**src/rtl/cpu_pkg.sv**
```systemverilog
// Shared types and opcode constants for the lab CPU sequencer.
package cpu_pkg;

  localparam int OP_W    = 4;
  localparam int INSTR_W = 16;

  typedef enum logic [2:0] {
    ST_IDLE   = 3'd0,
    ST_FETCH  = 3'd1,
    ST_DECODE = 3'd2,
    ST_EXEC   = 3'd3,
    ST_MEM    = 3'd4,
    ST_WB     = 3'd5,
    ST_HALT   = 3'd6
  } seq_state_t;

  localparam logic [OP_W-1:0] OP_LOAD  = 4'b0000;
  localparam logic [OP_W-1:0] OP_STORE = 4'b0001;
  localparam logic [OP_W-1:0] OP_BEQ   = 4'b1010;
  localparam logic [OP_W-1:0] OP_BNE   = 4'b1011;
  localparam logic [OP_W-1:0] OP_HALT  = 4'b1111;

  // 1100..1110 are reserved; 1111 is HALT
  function automatic logic is_illegal(input logic [OP_W-1:0] op);
    return (op >= 4'b1100) && (op != OP_HALT);
  endfunction

  function automatic logic is_branch(input logic [OP_W-1:0] op);
    return (op == OP_BEQ) || (op == OP_BNE);
  endfunction

  function automatic logic branch_taken(input logic [OP_W-1:0] op, input logic zero);
    return (op == OP_BEQ) ? zero : !zero;
  endfunction

endpackage

```
**src/rtl/cpu_sequencer_if.sv**
```systemverilog
// Instruction and data memory handshake bundle between the sequencer and the memories.
interface cpu_sequencer_if
  import cpu_pkg::*;
#(
  parameter int PC_W = 8
);

  logic               imem_req;
  logic [PC_W-1:0]    imem_addr;
  logic               imem_ack;
  logic [INSTR_W-1:0] imem_rdata;
  logic               dmem_req;
  logic               dmem_we;
  logic               dmem_ack;

  modport master (
    output imem_req, imem_addr, dmem_req, dmem_we,
    input  imem_ack, imem_rdata, dmem_ack
  );

  modport slave (
    input  imem_req, imem_addr, dmem_req, dmem_we,
    output imem_ack, imem_rdata, dmem_ack
  );

endinterface

```
**src/rtl/cpu_sequencer_branch_target.sv**
```systemverilog
// Branch target adder: pc + 1 + sign-extended 9-bit offset, wrapping at PC_W bits.
module branch_target #(
  parameter int PC_W = 8
) (
  input  logic [PC_W-1:0] pc_i,
  input  logic [8:0]      offset_i,
  output logic [PC_W-1:0] target_o
);

  // Resizing the signed offset to PC_W either sign-extends or truncates; both are exact modulo 2^PC_W.
  assign target_o = pc_i + PC_W'(1) + PC_W'($signed(offset_i));

endmodule

```
**src/rtl/cpu_sequencer.sv**
```systemverilog
// Multi-cycle control FSM for the 16-bit lab CPU: owns pc/ir, memory handshakes, strobes, retire count.
// States: IDLE wait for run | FETCH imem handshake | DECODE settle | EXEC dispatch | MEM dmem handshake | WB reg write | HALT parked
module cpu_sequencer
  import cpu_pkg::*;
#(
  parameter int PC_W  = 8,
  parameter int CNT_W = 16
) (
  input  logic                clk,
  input  logic                rst_n,
  input  logic                run_i,
  cpu_sequencer_if.master     mem_if,
  output logic [INSTR_W-1:0]  ir_o,
  input  logic                dec_regwrite_i,
  input  logic                dec_memwrite_i,
  input  logic                alu_zero_i,
  output logic                reg_we_o,
  output logic [PC_W-1:0]     pc_o,
  output logic [2:0]          state_o,
  output logic                halted_o,
  output logic                illegal_op_o,
  output logic [CNT_W-1:0]    retired_o
);

  seq_state_t         state_q, state_d;
  logic [PC_W-1:0]    pc_q, pc_d;
  logic [PC_W-1:0]    pc_inc;
  logic [PC_W-1:0]    br_target;
  logic [INSTR_W-1:0] ir_q, ir_d;
  logic [CNT_W-1:0]   retired_q, retired_d;
  logic               halted_q, halted_d;
  logic               illegal_q, illegal_d;
  logic [OP_W-1:0]    opcode;
  logic               retire;

  assign opcode = ir_q[INSTR_W-1 -: OP_W];
  assign pc_inc = pc_q + PC_W'(1);

  branch_target #(.PC_W(PC_W)) u_branch_target (
    .pc_i     (pc_q),
    .offset_i (ir_q[8:0]),
    .target_o (br_target)
  );

  always_ff @(posedge clk or negedge rst_n) begin
    if (!rst_n) begin
      state_q   <= ST_IDLE;
      pc_q      <= '0;
      ir_q      <= '0;
      retired_q <= '0;
      halted_q  <= 1'b0;
      illegal_q <= 1'b0;
    end else begin
      state_q   <= state_d;
      pc_q      <= pc_d;
      ir_q      <= ir_d;
      retired_q <= retired_d;
      halted_q  <= halted_d;
      illegal_q <= illegal_d;
    end
  end

  always_comb begin
    state_d   = state_q;
    pc_d      = pc_q;
    ir_d      = ir_q;
    retired_d = retired_q;
    halted_d  = halted_q;
    illegal_d = illegal_q;
    retire    = 1'b0;

    case (state_q)
      ST_IDLE: begin
        if (run_i) state_d = ST_FETCH;
      end
      ST_FETCH: begin
        if (mem_if.imem_ack) begin
          ir_d    = mem_if.imem_rdata;
          state_d = ST_DECODE;
        end
      end
      ST_DECODE: begin
        state_d = ST_EXEC;
      end
      ST_EXEC: begin
        if ((opcode == OP_LOAD) || (opcode == OP_STORE)) begin
          state_d = ST_MEM;
        end else if (is_branch(opcode)) begin
          pc_d   = branch_taken(opcode, alu_zero_i) ? br_target : pc_inc;
          retire = 1'b1;
        end else if (opcode == OP_HALT) begin
          state_d  = ST_HALT;
          halted_d = 1'b1;
          retire   = 1'b1;
        end else if (is_illegal(opcode)) begin
          illegal_d = 1'b1;
          pc_d      = pc_inc;
          retire    = 1'b1;
        end else begin
          state_d = ST_WB;
        end
      end
      ST_MEM: begin
        if (mem_if.dmem_ack) begin
          if (opcode == OP_STORE) begin
            pc_d   = pc_inc;
            retire = 1'b1;
          end else begin
            state_d = ST_WB;
          end
        end
      end
      ST_WB: begin
        pc_d   = pc_inc;
        retire = 1'b1;
      end
      ST_HALT: begin
        state_d = ST_HALT;
      end
      default: begin
        state_d = ST_IDLE;
      end
    endcase

    // run is only looked at on an instruction boundary; HALT keeps its own successor
    if (retire) begin
      retired_d = retired_q + CNT_W'(1);
      if (state_d != ST_HALT) state_d = run_i ? ST_FETCH : ST_IDLE;
    end
  end

  assign mem_if.imem_req  = (state_q == ST_FETCH);
  assign mem_if.imem_addr = pc_q;
  assign mem_if.dmem_req  = (state_q == ST_MEM);
  assign mem_if.dmem_we   = (state_q == ST_MEM) && dec_memwrite_i;
  assign reg_we_o         = (state_q == ST_WB) && dec_regwrite_i;

  assign ir_o         = ir_q;
  assign pc_o         = pc_q;
  assign state_o      = state_q;
  assign halted_o     = halted_q;
  assign illegal_op_o = illegal_q;
  assign retired_o    = retired_q;

  a_req_exclusive: assert property (@(posedge clk) disable iff (!rst_n)
    !(mem_if.imem_req && mem_if.dmem_req));

endmodule

```
**src/flat_wrapper.sv**
```systemverilog
// flat-port wrapper written by rule: the top's interface ports become plain ports
module cpu_sequencer_flat import cpu_pkg::*;
#(
  parameter int PC_W  = 8,
  parameter int CNT_W = 16
)
  (clk, rst_n, run_i, ir_o, dec_regwrite_i, dec_memwrite_i, alu_zero_i, reg_we_o, pc_o, state_o, halted_o, illegal_op_o, retired_o, mem_if_imem_req, mem_if_imem_addr, mem_if_dmem_req, mem_if_dmem_we, mem_if_imem_ack, mem_if_imem_rdata, mem_if_dmem_ack);
  cpu_sequencer_if #(.PC_W(PC_W)) mem_if_i ();
  input  logic clk;
  input  logic rst_n;
  input  logic run_i;
  output logic [INSTR_W-1:0] ir_o;
  input  logic dec_regwrite_i;
  input  logic dec_memwrite_i;
  input  logic alu_zero_i;
  output logic reg_we_o;
  output logic [PC_W-1:0] pc_o;
  output logic [2:0] state_o;
  output logic halted_o;
  output logic illegal_op_o;
  output logic [CNT_W-1:0] retired_o;
  output wire logic [$bits(mem_if_i.imem_req)-1:0] mem_if_imem_req;
  output wire logic [$bits(mem_if_i.imem_addr)-1:0] mem_if_imem_addr;
  output wire logic [$bits(mem_if_i.dmem_req)-1:0] mem_if_dmem_req;
  output wire logic [$bits(mem_if_i.dmem_we)-1:0] mem_if_dmem_we;
  input wire logic [$bits(mem_if_i.imem_ack)-1:0] mem_if_imem_ack;
  input wire logic [$bits(mem_if_i.imem_rdata)-1:0] mem_if_imem_rdata;
  input wire logic [$bits(mem_if_i.dmem_ack)-1:0] mem_if_dmem_ack;
  assign mem_if_imem_req = mem_if_i.imem_req;
  assign mem_if_imem_addr = mem_if_i.imem_addr;
  assign mem_if_dmem_req = mem_if_i.dmem_req;
  assign mem_if_dmem_we = mem_if_i.dmem_we;
  assign mem_if_i.imem_ack = mem_if_imem_ack;
  assign mem_if_i.imem_rdata = mem_if_imem_rdata;
  assign mem_if_i.dmem_ack = mem_if_dmem_ack;
  cpu_sequencer #(.PC_W(PC_W), .CNT_W(CNT_W)) u_core (.clk(clk), .rst_n(rst_n), .run_i(run_i), .mem_if(mem_if_i), .ir_o(ir_o), .dec_regwrite_i(dec_regwrite_i), .dec_memwrite_i(dec_memwrite_i), .alu_zero_i(alu_zero_i), .reg_we_o(reg_we_o), .pc_o(pc_o), .state_o(state_o), .halted_o(halted_o), .illegal_op_o(illegal_op_o), .retired_o(retired_o));
endmodule
```
**config.mk**
```make
export PLATFORM = sky130hd
export DESIGN_NAME = cpu_sequencer_flat
export DESIGN_NICKNAME = d
export VERILOG_FILES = /design/src/rtl/cpu_pkg.sv /design/src/rtl/cpu_sequencer_if.sv /design/src/rtl/cpu_sequencer_branch_target.sv /design/src/rtl/cpu_sequencer.sv /design/src/flat_wrapper.sv
export SDC_FILE = /design/constraint.sdc
export NUM_CORES = 1
export LEC_CHECK = 0
export BUFFER_PORTS_ARGS = -buffer_cell sky130_fd_sc_hd__buf_2
export CORE_MARGIN = 2
export CORE_UTILIZATION = 53
export CTS_BUF_LIST = sky130_fd_sc_hd__clkbuf_4
export DETAILED_ROUTE_END_ITERATION = 8
export GPL_TIMING_DRIVEN = 0
export PLACE_DENSITY = 0.86
export RECOVER_POWER = 25
export SLEW_MARGIN = 20
export SYNTH_ARGS = -nofsm -noshare
export SYNTH_HDL_FRONTEND = slang
export SYNTH_SLANG_ARGS = --single-unit
```
**constraint.sdc**
```tcl
create_clock -name clk -period 2.6 [get_ports clk]
set_input_delay 0.78 -clock clk [delete_from_list [all_inputs] [get_ports clk]]
set_output_delay 0.78 -clock clk [all_outputs]
set_load 0.01 [all_outputs]
```
==> metrics.md <==
| Metric | Value |
|---|---|
| Hold Slack | `about 0.49 ns` |
| Final Util | `67.4%` |
| Post-Syn Area | `0.00257 mm²` |
| Worst Skew | `about 0.011 ns` |
| Clock transition at path regs | `0.14 ns` |
| Placer Congestion | `0.888` |
| Area contributors post-synth | `dfrtp_1, mux2_2, xnor2_1` |
| Critical path peak fanout | `6` |
| Power Total | `3.78 mW` |
| Register area | `0.00113 mm²` |
| Max Cap Violations | `0` |
| Power per cell area | `~1200 mW/mm²` |
| Leading area contributor after synthesis | `dfrtp_1` |
| Fin. max-slew vios | `0` |
| Initial DRC count | `around 150` |
| Synth cell count leaders | `dfrtp_1, mux2_2, xnor2_1` |
| TritonCTS clock tree | `built` |
| Layout fillers | `388` |
| GRT Overall Usage | `around 23%` |
| # IOs | `a little over 80` |
| Buffers on Ports | `80` |
| Setup WS post-layout | `0.121 ns` |
| Vias/cell | `~5.4` |
| Vert. Die Dim | `73.6 µm` |
| Worst slew pin tran | `1.11 ns` |
| Synth Flop Type | `dfrtp_1` |
| Final Instance Area | `~0.0032 mm²` |
| H-Tree Depth | `2` |
| Cell chain of the critical path | `ha_4, and3_1, nand3_1, xnor2_1, ha_1, nor2_1, nor2_1, a21o_1, nand3_1, mux2i_1, xor2_1` |
| Relative slew slack | `26.3%` |
| Initial core utilization | `54.7%` |
| First-pass GRT wire length | `9.43 mm` |
| Layout cells sized above 1 | `a little over two fifths` |
| CP arrival | `2.77 ns` |
| Period minus WS final | `2.48 ns` |
| Longest Clk Path Bufs | `2` |
| Routed length per instance | `14.7 µm` |
| Clk_lat worst skew | `0.36 ns` |
| Data required, critical path | `2.89 ns` |
| Drt first pass iters | `5` |
| Place WS | `a little over 0.08 ns` |
| Post-Layout Cell Count | `~390` |
| Final Hold Viols | `0` |
| Multi-input logic area | `0.00135 mm²` |
| Syn nets | `276` |
| Nets@finish | `365` |
| Delay-heaviest family, CP | `simple AND/OR/NAND/NOR gates` |
| Die area | `0.00542 mm²` |
| CP max-delay cell | `dfrtp_2` |
| Critical path type | `flop to flop` |
| Yosys reg bits | `45` |
| Area after DPL | `0.00304 mm²` |
| Min-delay worst type | `flop to flop` |
| Yosys warns | `0` |
| Placed Cells | `376` |
| Distinct cells, synth | `47` |
| RSZ-0062 raised after global routing | `false` |
| Peak Freq | `403 MHz` |
| Root buffer cell | `clkbuf_4` |
| Drt total wl | `5.69 mm` |
| Post-route DRC violation count | `0` |
| Routed via count | `2085` |
| Vias in the first global route | `1982` |
| Final worst-path cycle share | `95.3%` |
| Setup crit end kind | `flop` |
| Crit-path max cell delay | `0.46 ns` |
| DIE WIDTH | `roughly 74 µm` |
| Initial antenna violation count | `0` |
| N_diodes | `0` |
| Share of async-settable or async-resettable flops after synthesis | `100%` |
| Row cnt | `25` |
| Critical path buffers and inverters | `0` |
| Post-synth EDFFs | `0` |
| Post-synth top area share | `43.8%` |
| Largest net degree at the start of global routing | `46` |
| Leakage | `1.60 nW` |
| Total CTS buffers | `5` |
| Area Growth Syn to Fin | `23.2%` |
| Post-DRT Antenna Nets | `0` |
| Status | `finished clean` |
| Clk sinks | `45` |
| Mapped Cells | `between 200 and 250` |
| Setup_tns | `0 ns` |
| Synth Area per Inst | `10.6 µm²` |
| Total grt overflow | `0` |
| Nature of the critical path startpoint | `flop` |
| Sum of net half-perimeters after detailed placement | `~4.3 mm` |
| VDD IR max | `621 µV` |
| Most frequent cell after synthesis | `dfrtp_1` |
| Area of the core | `0.00469 mm²` |
| Final setup violation count | `0` |
| Seq/Total Area, Yosys | `between 40% and 50%` |
## layout make-up
cell class,instances,share of cell area (%)
Buffer,15,3.28
Clock buffer,5,1.19
Clock inverter,3,1.30
Inverter,6,0.712
Multi-Input combinational cell,176,42.5
Sequential cell,45,35.7
Tap cell,54,2.14
Timing Repair Buffer,82,13.1
## registers in the layout, summed over array words and instances (netlist names)
register,flops
u_core.ir_o,16
u_core.retired_o,16
u_core.state_o,3
u_core.illegal_op_o,1
u_core.mem_if.imem_addr,8
u_core.halted_o,1
## worst paths after layout
path	startpoint	to	slack, ns	cells after the start
min reg2reg	u_core.halted_o	u_core.halted_o	0.49	1
min	u_core.halted_o	u_core.halted_o	0.49	1
max in group asynchronous	rst_n	u_core.mem_if.imem_addr[0]	1.25	1
min in group asynchronous	rst_n	u_core.mem_if.imem_addr[4]	0.60	1
max reg2reg	u_core.mem_if.imem_addr[0]	u_core.mem_if.imem_addr[7]	0.12	11
max	u_core.mem_if.imem_addr[0]	u_core.mem_if.imem_addr[7]	0.12	11
## per-layer routing
layer	share of wire (%)	vias up	track usage (%)	routed length, µm
met5	0	-	0	0
met4	1.4	0	7.88	77
met2	47	81	34.1	2670
li1	-	1032	-	-
met1	45	964	32.6	2580
met3	6.2	8	4.66	354
## cells by family after synthesis
group           share of synthesized area (%)
compound gates                           10.9
mux                                      8.62
flops                                    43.8
fa+ha+maj                                5.16
xor+xnor                                 9.21
buf+inv                                  4.92
simple gates                             17.4
## what timing repair did
| item | in CTS | in global routing |
|---|---|---|
| endpoints found under the hold margin | 0 | 0 |
| gates resized for setup | 0 | 9 |
| setup buffers | 0 | 2 |
| endpoints found under the setup margin | 0 | 1 |
| hold buffers | 0 | 0 |
## cells in the final DEF, fill, tap and decap left out, types with 6 or more instances in the layout
| master | instances |
|---|---|
| mux2_2 | 16 |
| a21oi_1 | 11 |
| xor2_1 | 13 |
| and3_1 | 8 |
| ha_1 | 8 |
| xnor2_1 | 14 |
| buf_4 | 11 |
| nand3_1 | 12 |
| nor2_1 | 12 |
| inv_1 | 6 |
| dfrtp_1 | 42 |
| nand2_1 | 13 |
| o21ai_0 | 9 |
| buf_2 | 84 |
## worst register-to-register path, cell delays in order, from the launching register on
cell and delay [ns]:
dfrtp_2 0.46, ha_4 0.19, and3_1 0.19, nand3_1 0.11, xnor2_1 0.29, ha_1 0.32, nor2_1 0.12, nor2_1 0.07
a21o_1 0.18, nand3_1 0.10, mux2i_1 0.23, xor2_1 0.16
## report_power, final
part           switching, mW  internal [mW]  leakage (nW)
combinational           1.09           1.01         0.997
sequential             0.289          0.951         0.569
clock                  0.233          0.199        0.0389
total                   1.61           2.16          1.60
Power figures use the tool's default switching activity.
